**config.mk**
```make
export PLATFORM = sky130hd
export DESIGN_NAME = span_writer
export DESIGN_NICKNAME = d
export VERILOG_FILES = /design/src/rtl/vdp_pkg.sv /design/src/rtl/span_mask.sv /design/src/rtl/span_writer.sv
export SDC_FILE = /design/constraint.sdc
export NUM_CORES = 1
export LEC_CHECK = 0
export BUFFER_PORTS_ARGS = -buffer_cell sky130_fd_sc_hd__buf_2
export CORE_UTILIZATION = 35
export CTS_CLUSTER_SIZE = 14
export DETAILED_ROUTE_END_ITERATION = 8
export PLACE_DENSITY_LB_ADDON = 0.05
export SYNTH_ARGS = -nofsm -noshare
export SYNTH_HDL_FRONTEND = slang
export SYNTH_HIERARCHICAL = 1
export SYNTH_SLANG_ARGS = --single-unit
```
**constraint.sdc**
```tcl
create_clock -name clk_draw -period 4.4 [get_ports clk_draw]
set_clock_uncertainty 0.1 [all_clocks]
set_input_delay 0 -clock clk_draw [delete_from_list [all_inputs] [get_ports clk_draw]]
set_output_delay 0 -clock clk_draw [all_outputs]
set_load 0.005 [all_outputs]
```
**src/rtl/vdp_pkg.sv**
```systemverilog
// Shared video-pipeline types and constants used by the line-buffer producers.
package vdp_pkg;

   typedef logic [8:0]  colour_t;
   typedef logic [11:0] pix_x_t;
   typedef logic [8:0]  word_addr_t;
   typedef logic [7:0]  pix_mask_t;

   localparam int PIX_PER_WORD    = 8;
   localparam int MAX_LINE_PIXELS = 4096;

   typedef enum logic [0:0] {
      ST_IDLE  = 1'b0,
      ST_WRITE = 1'b1
   } span_state_e;

endpackage

```
**src/rtl/span_mask.sv**
```systemverilog
// Per-pixel enable mask for one 8-pixel word, given a half-open pixel range [x_px, end_px).
module span_mask
   import vdp_pkg::*;
(
   input  word_addr_t  word,
   input  logic [12:0] x_px,
   input  logic [12:0] end_px,
   output pix_mask_t   mask
);

   // Lane i covers pixel word*8+i; enable it when that pixel lies inside the range.
   always_comb begin
      mask = 8'h00;
      for (int i = 0; i < PIX_PER_WORD; i++) begin
         mask[i] = ({1'b0, word, 3'(i)} >= x_px) && ({1'b0, word, 3'(i)} < end_px);
      end
   end

endmodule

```
**src/rtl/span_writer.sv**
```systemverilog
// Draw-domain producer: span commands become masked 8-pixel word writes on the off-screen
// port, and an independent sweep clears the on-screen buffer to the background colour.
module span_writer
   import vdp_pkg::*;
#(
   parameter int      LINE_PIXELS = 640,
   parameter colour_t BG_COLOUR   = 9'h000
) (
   input  logic        clk_draw,
   input  logic        rst_draw_n,
   input  logic        span_valid,
   output logic        span_ready,
   input  logic [11:0] span_x,
   input  logic [12:0] span_len,
   input  logic [8:0]  span_colour,
   output logic [8:0]  addr_off_draw,
   output logic [7:0]  we_off_draw,
   output logic [71:0] colour_off_draw,
   input  logic        clear_start,
   output logic [8:0]  addr_on_draw,
   output logic        we_on_draw,
   output logic [71:0] colour_on_draw,
   output logic        busy,
   output logic        clear_busy
);

   localparam int          LINE_WORDS      = LINE_PIXELS / PIX_PER_WORD;
   localparam logic [12:0] LINE_END        = 13'(LINE_PIXELS);
   localparam word_addr_t  LAST_CLEAR_WORD = word_addr_t'(LINE_WORDS - 1);

   span_state_e state_r, state_s;
   word_addr_t  cur_word_r, cur_word_s;
   word_addr_t  last_word_r, last_word_s;
   logic [12:0] x_r, x_s;
   logic [12:0] end_r, end_s;
   colour_t     colour_r, colour_s;
   logic        span_ready_r, ready_s;
   logic        busy_r;
   word_addr_t  addr_off_r;
   pix_mask_t   we_off_r;
   logic [71:0] colour_off_r;
   logic        clear_busy_r, we_on_r;
   word_addr_t  clear_addr_r;

   logic [12:0] sum_s, clip_end_s, end_m1_s;
   logic        accept_s, live_s, issue_s;
   pix_mask_t   mask_s;

   // Clip the incoming span; 13-bit sum cannot wrap since x <= 4095 and len <= 4096.
   always_comb begin
      sum_s      = {1'b0, span_x} + span_len;
      clip_end_s = (sum_s > LINE_END) ? LINE_END : sum_s;
      end_m1_s   = clip_end_s - 13'd1;
      accept_s   = span_valid && span_ready_r;
      live_s     = clip_end_s > {1'b0, span_x};
   end

   // Span engine next state: a live accept loads a new span, otherwise step or fall idle.
   always_comb begin
      state_s     = state_r;
      cur_word_s  = cur_word_r;
      last_word_s = last_word_r;
      x_s         = x_r;
      end_s       = end_r;
      colour_s    = colour_r;
      issue_s     = 1'b0;
      if (accept_s && live_s) begin
         state_s     = ST_WRITE;
         cur_word_s  = span_x[11:3];
         last_word_s = 9'(end_m1_s >> 3);
         x_s         = {1'b0, span_x};
         end_s       = clip_end_s;
         colour_s    = span_colour;
         issue_s     = 1'b1;
      end else if (state_r == ST_WRITE && cur_word_r != last_word_r) begin
         cur_word_s = cur_word_r + 9'd1;
         issue_s    = 1'b1;
      end else begin
         state_s = ST_IDLE;
      end
      ready_s = (state_s == ST_IDLE) || (cur_word_s == last_word_s);
   end

   span_mask u_span_mask (
      .word   (cur_word_s),
      .x_px   (x_s),
      .end_px (end_s),
      .mask   (mask_s)
   );

   // Span engine state and registered off-screen write port.
   always_ff @(posedge clk_draw or negedge rst_draw_n) begin
      if (!rst_draw_n) begin
         state_r      <= ST_IDLE;
         cur_word_r   <= 9'd0;
         last_word_r  <= 9'd0;
         x_r          <= 13'd0;
         end_r        <= 13'd0;
         colour_r     <= 9'd0;
         span_ready_r <= 1'b1;
         busy_r       <= 1'b0;
         addr_off_r   <= 9'd0;
         we_off_r     <= 8'h00;
         colour_off_r <= 72'd0;
      end else begin
         state_r      <= state_s;
         cur_word_r   <= cur_word_s;
         last_word_r  <= last_word_s;
         x_r          <= x_s;
         end_r        <= end_s;
         colour_r     <= colour_s;
         span_ready_r <= ready_s;
         busy_r       <= (state_s == ST_WRITE);
         if (issue_s) begin
            addr_off_r   <= cur_word_s;
            we_off_r     <= mask_s;
            colour_off_r <= {8{colour_s}};
         end else begin
            we_off_r <= 8'h00;
         end
      end
   end

   // Clear sweep; a new start pulse always restarts from word 0.
   always_ff @(posedge clk_draw or negedge rst_draw_n) begin
      if (!rst_draw_n) begin
         clear_busy_r <= 1'b0;
         clear_addr_r <= 9'd0;
         we_on_r      <= 1'b0;
      end else if (clear_start) begin
         clear_busy_r <= 1'b1;
         clear_addr_r <= 9'd0;
         we_on_r      <= 1'b1;
      end else if (clear_busy_r && clear_addr_r != LAST_CLEAR_WORD) begin
         clear_addr_r <= clear_addr_r + 9'd1;
         we_on_r      <= 1'b1;
      end else begin
         clear_busy_r <= 1'b0;
         we_on_r      <= 1'b0;
      end
   end

   assign span_ready      = span_ready_r;
   assign busy            = busy_r;
   assign addr_off_draw   = addr_off_r;
   assign we_off_draw     = we_off_r;
   assign colour_off_draw = colour_off_r;
   assign addr_on_draw    = clear_addr_r;
   assign we_on_draw      = we_on_r;
   assign colour_on_draw  = {8{BG_COLOUR}};
   assign clear_busy      = clear_busy_r;

endmodule

```
Word level (Yosys, flattened, before mapping)

Index checks and enable logic that the tools add are counted.

Bitwise operators: 1
Magnitude comparators: 18
Eq/ne operators: 4
Muxes and demuxes: 18
Reduce and logical (&&, ||, !) cells: 14
Add/subtract/negate cells: 4

Operator list:

| kind                  | number |
|---|---|
| $ge 12x13->1          | 8 |
| $lt 12x13->1          | 8 |
| $mux 9                | 6 |
| $mux 13               | 3 |
| $add 9x1->9 const B   | 2 |
| $add 12x13->13        | 1 |
| $gt 13x10->1 const B  | 1 |
| $gt 13x12->1          | 1 |
| $logic_and 1x1->1     | 12 |
| $sub 12x1->12 const B | 1 |
| $eq 9x9->1            | 1 |
| $ne 9x7->1 const B    | 1 |
| $ne 9x9->1            | 1 |
| $mux 1                | 8 |
| $mux 8                | 1 |
| $ne 2x2->1 const B    | 1 |
| $reduce_bool 2->1     | 1 |
| $logic_or 1x1->1      | 1 |
| $not 1->1             | 1 |

Register bits: 155
Input port bits: 38
Word-level logic and storage cells: 72
Output and inout bits: 174

Longest topological paths before layout

Word-level depth: 9
Mapped depth: 31
Gate-level depth less buffers: 28

Modules after synthesis

The synthesis kept the hierarchy.

By module, submodules not included:

| module      | area an instance (µm²) | times used | cells each |
|---|---|---|---|
| span_writer | 6331.1                 | 1          | 688 |
| span_mask   | 847.1                  | 1          | 110 |

Worst setup path before layout

OpenSTA, ideal clock, no wires.

Kind: input port to flip-flop
From: in span_x[0]
To: reg we_off_r[6] (netlist: we_off_draw[6])
Required time: 4181 ps
Buffers on the path: 3
Setup time: 119 ps
Data arrival time: 5397 ps
Stages on the path: 29
Setup slack: -1216 ps
Path through: ha_1 fa_1 a21oi_1 o221a_2 o221a_1 nor3_1 nand3b_1 or2_1 a21o_1 clkbuf_1 nor2_1 ha_1 a21o_1 a21o_1 a21oi_1 nor3_1 a2111oi_0 o21ai_0 a32o_2 nand2_2 buf_4 buf_4 a21oi_1 ha_1 nand4b_4 or4_4 nor2_4 a221oi_1 and2_1

Longest elaborated chain between the ends: 9
Elaborated cells between the ends (all ways): 13

RTL lines:

| element                                      | line               | source |
|---|---|---|
| from (decl)                                  | span_writer.sv:13  | `input logic [11:0] span_x,` |
| $add 12x13->13                               | span_writer.sv:51  | `sum_s = {1'b0, span_x} + span_len;` |
| $gt 13x10->1                                 | span_writer.sv:52  | `clip_end_s = (sum_s > LINE_END) ? LINE_END : sum_s;` |
| $mux 13                                      | span_writer.sv:52  |  |
| $gt 13x12->1 *                               | span_writer.sv:55  | `live_s = clip_end_s > {1'b0, span_x};` |
| $logic_and 1x1->1 *                          | span_writer.sv:67  | `if (accept_s && live_s) begin` |
| $mux 9 *                                     | span_writer.sv:67  |  |
| via cur_word_s[8]                            | span_writer.sv:32  | `word_addr_t cur_word_r, cur_word_s;` |
| $ge 12x13->1 or $lt 12x13->1 (tied branches) | span_mask.sv:15    | `mask[i] = ({1'b0, word, 3'(i)} >= x_px) && ({1'b0, word, 3'(i)} < end_px);` |
| $logic_and 1x1->1 *                          | span_mask.sv:15    |  |
| via mask_s[6]                                | span_writer.sv:47  | `pix_mask_t mask_s;` |
| $mux 8 *                                     | span_writer.sv:114 | `if (issue_s) begin` |
| to (signal assigned)                         | span_writer.sv:116 | `we_off_r <= mask_s;` |
| to (decl)                                    | span_writer.sv:40  | `pix_mask_t we_off_r;` |

The timed path passes the listed nets; every way through them passes the cells marked *.
A chain may end at the register's enable or synchronous reset.

Final worst setup path

From: in span_len[0]
To: reg we_off_r[2] (netlist: we_off_draw[2])

Longest elaborated chain between the ends: 9
Elaborated cells between the ends (all ways): 13

RTL lines:

| element                                      | line               | source |
|---|---|---|
| from (decl)                                  | span_writer.sv:14  | `input logic [12:0] span_len,` |
| $add 12x13->13 *                             | span_writer.sv:51  |  |
| $gt 13x10->1                                 | span_writer.sv:52  |  |
| $mux 13 *                                    | span_writer.sv:52  |  |
| $gt 13x12->1 *                               | span_writer.sv:55  |  |
| $logic_and 1x1->1 *                          | span_writer.sv:67  |  |
| $mux 9 *                                     | span_writer.sv:67  |  |
| via cur_word_s[8]                            | span_writer.sv:32  |  |
| $ge 12x13->1 or $lt 12x13->1 (tied branches) | span_mask.sv:15    |  |
| $logic_and 1x1->1 *                          | span_mask.sv:15    |  |
| via mask_s[2]                                | span_writer.sv:47  |  |
| $mux 8 *                                     | span_writer.sv:114 |  |

Marked as above.

==> flow_summary.ini <==
[timing]
drv_slew = 0
post-route-min-period_ns = 5.355
setup_tns_ns = -7.737
finalHoldViolations = 0
finalSetupViolations = 14
whs_ns = 0.03272
relSlewSlack_pct = 54.31
fin_crit_sh_pct = 121.7
fmax_mhz = 186.7
setup_slack_ns = -0.9553
tightest_slew_ns = 0.6790
rsz0062_at_grt = yes

[die]
num_rows = 52
coreArea_um2 = 20170
die_y_um = 145.2
dieArea_um2 = 21090
num_io_pins = 212
start_util_pct = 35.59
die_width_um = 145.2

[job]
drv_cap = 0

[clock_network]
root_buffer = clkbuf_16
cts_buffer_depth = 2
tritoncts = done
insertion_delay_ns = 0.35
cts_sinks = 92
clk_pin_slew_ns = 0.07
htree_num_levels = 3
numCtsBuffers = 9

[logic_synthesis]
yosysWarnings = 6
synth_cell_types = 73
synthCells = 798
synthArstFlopShare_pct = 100.0
synth_flop_cell = dfrtp_1
ys_seq_area_share_pct = 32.09
synth-seq-cells = 92
syn_area_um2 = 7178
syn_area_per_cell_um2 = 8.995
synth_edf_count = 0

[min_path]
hold_path.class = input port to flip-flop

[detailed_routing]
drt_wl_total_um = 19800
postRouteAntennaNets = 0
drt_drc_violations_left = 0
avgRoutedWirePerCell_um = 15.16
drt-initial-drc-count = 199
viasPerCell = 4.727
vias = 6173
drt_pass1_iterations = 5

[layout]
final_common_cell = buf_2
instances_no_fill = 1306
area_delta_synth_final_pct = 40.06
num_antenna_cells = 0
final_area_um2 = 10050
finalNetCount = 1115
mostFrequentLayoutCells = buf_2, buf_4, dfrtp_1
layout-drive-gt1-share_pct = 45.85

[place]
finalWeightedCongestion = 0.9007
io_buffers = 139
dp_hpwl_um = 14970
placed_cell_area_um2 = 8362
dp_slack_ns = -1.586
dp_cells = 1239

[setup_path]
critPathKind = input port to flip-flop
arrival_ns = 5.49
crit_slowest_cell = or4_4
critPathCaptureType = flip-flop
crit_fanout = 7
startpoint_type = input port
crit_required_ns = 4.54
max_stage_delay_ns = 0.57

[grt]
grt_pass1_vias = 5898
grt_max_degree = 48
grt_pass1_wl_um = 31070
antenna_found_initial = 0
overflow = 0
grt_use_total_pct = 18.43

[status]
status = complete, but fails checks
violations = negative setup slack

[pwr]
ir_drop_v = 0.0003951
p_leak_nw = 4.748
power_density_nw_per_um2 = 604.3
## report_power, final
part	internal, mW	leakage [nW]	switching, mW	total, mW
logic	1.94	3.47	1.92	3.86
registers	1.16	1.14	0.280	1.44
clock network	0.410	0.142	0.361	0.771
total	3.52	4.75	2.56	6.08
## through the flow
stage | util [%] | power (mW)
2_1_floorplan | - | 3.625
3_3_place_gp | 41.46 | 4.433
3_5_place_dp | 41.46 | 4.460
4_1_cts | 46.87 | 5.807
5_1_grt | 49.84 | 6.546
6_report | 49.84 | 6.076
## synth_stat cells (3+ instances only)
cell type	number	area, um^2
buf_4	141	1059
dfrtp_1	91	2277
nand2_1	59	221.5
nor2_1	57	214.0
a21oi_1	50	250.2
ha_1	45	563.0
inv_1	45	168.9
o21ai_0	42	210.2
xnor2_1	27	236.5
mux2_2	21	236.5
and2_1	19	118.9
nand3_1	18	90.09
mux2i_1	15	150.1
nand4_1	12	75.07
clkbuf_1	10	37.54
nor3_1	10	50.05
xor2_1	10	87.58
a21o_1	8	60.06
o21a_1	8	60.06
nand2b_1	7	43.79
a211oi_1	6	45.04
and3_1	6	37.54
nor4_1	6	37.54
buf_2	5	25.02
or3_1	5	31.28
o31ai_1	4	30.03
a32o_1	3	30.03
nor2b_1	3	18.77
o21ai_1	3	15.01
## state kept, by name (all words and copies together) (netlist names)
register and cells:
end_r 13, x_r 13, addr_on_draw 9, colour_r 9, span_ready 1, busy 1
clear_busy 1, addr_off_draw 9, cur_word_r 9, we_on_draw 1, colour_off_draw 9, we_off_draw 8
last_word_r 9
## what timing repair did
action                                  CTS  global route
buffers inserted                         14            21
cloned                                    4             4
endpoints found under the setup margin   25            41
pin swaps                                33            39
endpoints found under the hold margin    76             0
hold buffers                             12             0
resized for setup                        94           109
## cell type report
class | instances | area [um^2]
clock buffers | 10 | 239.0
clock inverters | 6 | 53.80
fillers | 1934 | 10120
inverters | 46 | 172.7
multi-input cells | 576 | 4674
flip-flops and latches | 92 | 2303
well taps | 270 | 337.8
repair buffers | 306 | 2272
## routing by layer
metal / part of all wire (%) / track usage, % / up-vias / routed length [um]
met1: 46 / 23.97 / 2975 / 9027
met5: 0 / 0 / - / 0
met2: 49 / 31.85 / 154 / 9752
met4: 1.6 / 4.579 / 0 / 310
met3: 3.6 / 2.767 / 20 / 713
li1: - / - / 3024 / -
## worst max-delay path, delay by kind of cell
family          cells  cell delay (ns)
compound gates     12             2.21
fa+ha+maj           4             1.05
buf+inv             3             0.41
simple gates       10             1.80
## kinds of logic after synthesis
logic type                 synth area share (%)
other                                   0.05224
xor gates and xnor gates                  4.968
AOI/OAI and AO/OA                         14.92
buffers and inverters                     18.34
DFF                                       32.09
muxes                                     5.386
adders and majority gates                 8.123
and+or+nand+nor                           16.12
## path summary, 6_finish.rpt
kind / slack (ns) / from / cells after the start / endpoint
max: -0.96 / span_len[0] / 29 / we_off_draw[2]$_DFF_PN0_
min: 0.03 / span_x[10] / 4 / cur_word_r[7]$_DFF_PN0_
max reg2reg: 0.48 / cur_word_r[0]$_DFF_PN0_ / 14 / we_off_draw[2]$_DFF_PN0_
min reg2reg: 0.37 / x_r[4]$_DFF_PN0_ / 2 / x_r[4]$_DFF_PN0_
max in group asynchronous: 3.01 / rst_draw_n / 3 / we_off_draw[2]$_DFF_PN0_
min in group asynchronous: 0.12 / rst_draw_n / 2 / addr_on_draw[8]$_DFFE_PN0P_
Power figures use the tool's default switching activity.
